===== config.mk =====
export PLATFORM = sky130hd
export DESIGN_NAME = mem_port_arbiter
export DESIGN_NICKNAME = d
export VERILOG_FILES = /design/src/rtl/mem_port_arbiter.sv
export SDC_FILE = /design/constraint.sdc
export NUM_CORES = 1
export LEC_CHECK = 0
export BUFFER_PORTS_ARGS = -buffer_cell sky130_fd_sc_hd__buf_2
export CAP_MARGIN = 20
export CORE_UTILIZATION = 47
export DETAILED_ROUTE_END_ITERATION = 6
export GPL_TIMING_DRIVEN = 0
export PLACE_DENSITY = 0.95
export SYNTH_ARGS = -nofsm -noshare
export SYNTH_HDL_FRONTEND = slang
export SYNTH_SLANG_ARGS = --single-unit

===== constraint.sdc =====
create_clock -name clk -period 3.4 [get_ports clk]
set_clock_uncertainty 0.2 [all_clocks]
set_input_delay 0.17 -clock clk [delete_from_list [all_inputs] [get_ports clk]]
set_output_delay 0.17 -clock clk [all_outputs]
set_load 0.01 [all_outputs]

===== src/rtl/mem_port_arbiter.sv =====
// Two-requester round-robin arbiter for a single-port data memory, with lock
// ownership for read-modify-write sequences and a watchdog on held locks.
module mem_port_arbiter #(
   parameter int AW       = 8,
   parameter int DW       = 8,
   parameter int LOCK_MAX = 15
) (
   input  logic          clk,
   input  logic          rst,
   input  logic          r0_req,
   input  logic          r0_we,
   input  logic [AW-1:0] r0_addr,
   input  logic [DW-1:0] r0_wdata,
   input  logic          r0_lock,
   output logic          r0_gnt,
   output logic          r0_rvalid,
   output logic [DW-1:0] r0_rdata,
   input  logic          r1_req,
   input  logic          r1_we,
   input  logic [AW-1:0] r1_addr,
   input  logic [DW-1:0] r1_wdata,
   input  logic          r1_lock,
   output logic          r1_gnt,
   output logic          r1_rvalid,
   output logic [DW-1:0] r1_rdata,
   output logic          mem_w_en,
   output logic [AW-1:0] mem_w_addr,
   output logic [DW-1:0] mem_w_data,
   output logic          mem_r_en,
   output logic [AW-1:0] mem_r_addr,
   input  logic [DW-1:0] mem_r_data,
   output logic          lock_err
);

   typedef enum logic [1:0] {ARB, LOCK0, LOCK1} state_t;

   localparam logic [7:0] LOCK_MAX_W = 8'(LOCK_MAX);

   state_t        state_q, state_d;
   logic          rr_last_q, rr_last_d;
   logic [7:0]    wd_q, wd_d;
   logic [7:0]    wd_inc;
   logic          r0_rvalid_q, r0_rvalid_d;
   logic          r1_rvalid_q, r1_rvalid_d;
   logic [DW-1:0] r0_rdata_q, r0_rdata_d;
   logic [DW-1:0] r1_rdata_q, r1_rdata_d;

   logic          xfer;
   logic          win;
   logic          win_we;
   logic          win_lock;
   logic [AW-1:0] win_addr;
   logic [DW-1:0] win_wdata;

   // NOTE: every signal written in an always_comb gets a default on entry, so
   // no path through the case statements can leave it unassigned (no latch).
   always_comb begin
      r0_gnt = 1'b0;
      r1_gnt = 1'b0;
      unique case (state_q)
         ARB: begin
            if (r0_req && r1_req) begin
               r0_gnt = rr_last_q;
               r1_gnt = !rr_last_q;
            end else begin
               r0_gnt = r0_req;
               r1_gnt = r1_req;
            end
         end
         LOCK0:   r0_gnt = r0_req;
         LOCK1:   r1_gnt = r1_req;
         default: ;
      endcase
   end

   assign xfer      = r0_gnt | r1_gnt;
   assign win       = r1_gnt;
   assign win_we    = win ? r1_we    : r0_we;
   assign win_lock  = win ? r1_lock  : r0_lock;
   assign win_addr  = win ? r1_addr  : r0_addr;
   assign win_wdata = win ? r1_wdata : r0_wdata;

   assign mem_w_en   = xfer & win_we;
   assign mem_r_en   = xfer & !win_we;
   assign mem_w_addr = xfer ? win_addr  : '0;
   assign mem_r_addr = xfer ? win_addr  : '0;
   assign mem_w_data = xfer ? win_wdata : '0;

   assign wd_inc = (wd_q == 8'hFF) ? wd_q : wd_q + 8'd1;

   // lock_err is raised on the idle cycle that brings the count to LOCK_MAX, so
   // the owner holds at most LOCK_MAX idle cycles and the stalled side wins next.
   always_comb begin
      state_d   = state_q;
      rr_last_d = rr_last_q;
      wd_d      = wd_q;
      lock_err  = 1'b0;
      unique case (state_q)
         ARB: begin
            wd_d = 8'd0;
            if (xfer) begin
               rr_last_d = win;
               if (win_lock) state_d = win ? LOCK1 : LOCK0;
            end
         end
         LOCK0, LOCK1: begin
            if (xfer) begin
               rr_last_d = win;
               wd_d      = 8'd0;
               if (!win_lock) state_d = ARB;
            end else if (wd_inc >= LOCK_MAX_W) begin
               state_d  = ARB;
               wd_d     = 8'd0;
               lock_err = 1'b1;
            end else begin
               wd_d = wd_inc;
            end
         end
         default: state_d = ARB;
      endcase
   end

   always_comb begin
      r0_rvalid_d = r0_gnt & !r0_we;
      r1_rvalid_d = r1_gnt & !r1_we;
      r0_rdata_d  = r0_rvalid_d ? mem_r_data : r0_rdata_q;
      r1_rdata_d  = r1_rvalid_d ? mem_r_data : r1_rdata_q;
   end

   // NOTE: state flops use non-blocking assignments so every flop samples the
   // pre-edge values regardless of statement order.
   always_ff @(posedge clk or negedge rst) begin
      if (!rst) begin
         state_q     <= ARB;
         rr_last_q   <= 1'b1;
         wd_q        <= 8'd0;
         r0_rvalid_q <= 1'b0;
         r1_rvalid_q <= 1'b0;
         r0_rdata_q  <= '0;
         r1_rdata_q  <= '0;
      end else begin
         state_q     <= state_d;
         rr_last_q   <= rr_last_d;
         wd_q        <= wd_d;
         r0_rvalid_q <= r0_rvalid_d;
         r1_rvalid_q <= r1_rvalid_d;
         r0_rdata_q  <= r0_rdata_d;
         r1_rdata_q  <= r1_rdata_d;
      end
   end

   assign r0_rvalid = r0_rvalid_q;
   assign r1_rvalid = r1_rvalid_q;
   assign r0_rdata  = r0_rdata_q;
   assign r1_rdata  = r1_rdata_q;

endmodule


# Word-level counts from Yosys, hierarchy flattened
# Cells that the tools add are included.
# totals
register_bits	29
latchBits	0
ramBits	0
rom_bits	0
in_bits	48
out_inout_bits	47
elab_cells	56
n_memories	0
# op_classes
addsub	1
multipliers	0
div	0
n_lt_le_gt_ge	1
n_eq_ne	7
shifts	0
n_mux	24
n_bitwise	5
reduce_logical	11
# op_table
cell	n
$mux W8	7
$pmux W8 S2	1
$mux W2	6
$add A8 B1 Y8 const B	1
$eq A8 B8 Y1 const B	1
$ge A8 B4 Y1 const B	1
$mux W1	7
$ne A3 B3 Y1 const B	2
$and A1 B1 Y1	4
$logic_not A1 Y1	4
$ne A2 B2 Y1 const B	2
$pmux W1 S2	2
$pmux W2 S2	1
$reduce_and A4 Y1	1
$reduce_or A3 Y1	1
$eq A2 B1 Y1 const B	1
$eq A2 B2 Y1 const B	1
$logic_not A2 Y1	1
$reduce_and A2 Y1	1
$reduce_bool A2 Y1	1
$reduce_or A2 Y1	1
$logic_and A1 B1 Y1	1
$or A1 B1 Y1	1

# Logic depth before layout (Yosys ltp)
# depth
word_depth	7
depth_mapped	9
mapped_depth_nobuf	8

# Worst setup path after synthesis
# Ideal clock, no wire load.
# synth_timing
path_kind	register to output
startpoint	register state_q[0]
endpoint	output mem_w_addr[4]
arrival_ps	1931
required_ps	3030
setup_slack_ps	1099
stages_incl_launch_ff	10
n_path_buf	2
path_cell_list	dfrtp_1 inv_1 ha_1 a21boi_2 o21ai_4 inv_2 nor3_4 buf_4 a22o_1 buf_4
# synth_between
elab_chain_cells	4
elab_cells_between_ends	8
cone_classes	eq/ne: 2; mux: 4; bitwise: 1; reduce/logical: 1
# synth_lines
element	line	source
start, declared	39	state_t state_q, state_d;
start signal, assigned	142	state_q <= state_d;
$eq A2 B2 Y1 (tied with other cells)	60	unique case (state_q)
$pmux W1 S2	60	
$mux W8 / $or A1 B1 Y1 (equally long branches)	80, 76	
$mux W8 *	-	
end, declared	27	output logic [AW-1:0] mem_w_addr,
# Mark *: on every way between the ends. The rest lies on a longest branch, timed or not.

# Worst setup path in the final report
# layout_timing
startpoint	register state_q[0]
endpoint	output mem_w_addr[5]
# layout_between
elab_chain_cells	4
elab_cells_between_ends	8
cone_classes	eq/ne: 2; mux: 4; bitwise: 1; reduce/logical: 1
# layout_lines
element	line	source
$eq A2 B2 Y1 (tied with other cells)	60	
$pmux W1 S2	60	
$mux W8 / $or A1 B1 Y1 (equally long branches)	80, 76	
$mux W8 *	85	assign mem_w_addr = xfer ? win_addr : '0;
# Marked as above.

==> reports/metrics.cfg <==
[layout]
mostFrequentLayoutCells = 97 x buf_2, 28 x dfrtp_1, 17 x a22o_1
seq_area_sq_um = 727
area_growth_pct = 42.2
n_fill_cell = 242
final_cells = 303
diodes = 0
multi_input_area_sq_um = 835
layout-drive-gt1-share = 0.568
layout.nets = 309
final_common_cell = buf_2

[power_and_ir_drop]
peakVddDrop_v = 0.000534
power.density_nw_per_um2 = 702
power_mw = 1.67
leakage_nw = 1.23

[worst_setup_path]
crit_path_end_kind = primary output
cp_max_fo = 10
worstPathArrival_ns = 2.55
crit_type = flop to primary output
cp-start-kind = flop
worstPathRequired_ns = 3.03

[floorplan]
coreArea_sq_um = 3360
fp.dieH_microns = 61.7
die_w_microns = 61.7
num_io_pins = 95
die_area_sq_um = 3800
initial_core_util = 0.498
rows = 21

[clock_network]
clk_transition_reported_paths_ns = 0.09
cts.sinks = 29
cts_setup_buffers = 0
tritoncts = built
clk_latency_ns = 0.33
root_buffer = clkbuf_4
ctsHtreeMaxLevel = 2
clock_path_buffers = 2
cts_resized = 0
ctsHoldBuffers = 12
cts_made_buffers = 5

[synthesis]
ys_warn_count = 0
synth.distinct_cells = 42
synth_seq_cells = 29
synth-seq-area-share = 0.434
synth_area_leaders = dfrtp_1 42%, mux2_2 11%, a22o_1 8.9%
yosys_most_used_dff = dfrtp_1
async_flop_share = 1.00
yosysTopAreaCellShare = 0.419
syn_nets = 196
synth_top_cell_by_area = dfrtp_1
synthCells = 143
synth_edf_count = 0
syn-cell-area_sq_um = 1670
synth.avg_cell_area_sq_um = 11.7

[timing]
tightest_slew_ns = 0.618
fin_hold_ws_ns = 0.0535
period_needed_ns = 2.92
final.period_utilization = 0.860
tns_ns = 0
hold_violations = 0
slew_headroom = 0.588
setup_viol = 0
slew_viol_final = 0
fmax_mhz = 342
rsz0062_at_grt = false

[drt]
met3_length_microns = 359
drcViolationCount = 0
vias = 1644
met1_length_microns = 1630
routed.top_layer = met4
viasPerCell = 5.43
wl_microns = 4600
drtAntennaViolNets = 0
drt-pass1-iter-count = 4
wl_met2_microns = 2490
drt_first_iter_violations = 37
wl_per_cell_microns = 15.2

[grt]
grt_overflow_total = 0
grt_usage = 0.246
grt_antenna_before_repair = 0
grt_pass1_wl_microns = 6560
grt_max_degree = 30
grt_pass1_vias = 1487

[placement]
post-dp-hpwl_microns = 3430
io_buffer_count = 94
place_congestion = 0.850
dp_cells = 283

[worst_hold_path]
min_path_type = input pin to flop

[run_status]
run_status = finished, final reports clean

[run]
maxCapViolations = 0

-- synth_stat cells, drive strengths merged (2+ instances only) --
library cell / count
dfrtp: 28
a22o: 17
mux2: 16
buf: 12
inv: 8
o21ai: 7
nand2: 6
a21oi: 5
ha: 5
nor2: 4
a31oi: 3
and2: 3
nand4: 3
nor3: 3
a31o: 2
a32oi: 2
a41oi: 2
and3: 2
nand3: 2
o22ai: 2
-- final timing paths --
| path | startpoint | endpoint | slack [ns] | depth (start not counted) |
|---|---|---|---|---|
| hold reg to reg | r0_rdata[2] | r0_rdata[2] | 0.31 | 1 |
| min in group asynchronous | rst | r0_rdata[4] | 0.19 | 2 |
| hold / removal | r1_lock | state_q[0] | 0.05 | 4 |
| setup reg to reg | state_q[0] | r1_rdata[2] | 1.15 | 6 |
| max in group asynchronous | rst | r0_rdata[7] | 2.41 | 2 |
| setup / recovery | state_q[0] | mem_w_addr[5] | 0.48 | 10 |
-- state kept, by name, indices dropped and copies added (netlist names) --
register   count
rr_last_q      1
wd_q           8
r0_rdata       8
state_q        2
r1_rdata       8
r1_rvalid      1
r0_rvalid      1
-- cells by family after synthesis --
group           synth area share
simple gates               0.113
compound gates             0.235
buf+inv                   0.0673
flops                      0.434
xor+xnor                 0.00523
mux                        0.108
fa+ha+maj                 0.0374
-- power by group --
part           total (mW)  internal [mW]  switching, mW
Sequential          0.559          0.474         0.0856
Combinational       0.899          0.437          0.461
Clock               0.214          0.102          0.112
Total                1.67           1.01          0.659
-- metal layers --
metal / global-route usage / vias up
met1: 0.262 / 790
met3: 0.0693 / 12
met5: 0 / -
met2: 0.444 / 87
li1: - / 755
met4: 0.121 / 0
-- final cells by class --
| cell class | instances | area share |
|---|---|---|
| multi-input cells | 94 | 0.350 |
| plain buffers | 12 | 0.0347 |
| inverters | 8 | 0.0126 |
| clock buffers | 8 | 0.0247 |
| flip-flops and latches | 29 | 0.305 |
| well taps | 46 | 0.0242 |
| repair buffers | 106 | 0.248 |
-- worst max-delay path, stage by stage (launching register included) --
cell and delay [ns]:
dfrtp_1 0.42, inv_1 0.10, ha_1 0.25, a21boi_2 0.19
o21ai_4 0.23, inv_2 0.09, nor3_4 0.36, buf_4 0.23
a22o_1 0.15, buf_4 0.10, buf_2 0.11
-- stage by stage --
stage / setup WS (ns) / area [sq um] / utilization
global placement: 0.881 / 2200 / 0.655
floorplan: 1.10 / 1670 / -
CTS: 0.474 / 2380 / 0.708
finish: 0.477 / 2380 / 0.708
global route: 0.261 / 2380 / 0.708
detailed placement: 0.851 / 2200 / 0.655
Power figures use the tool's default switching activity.
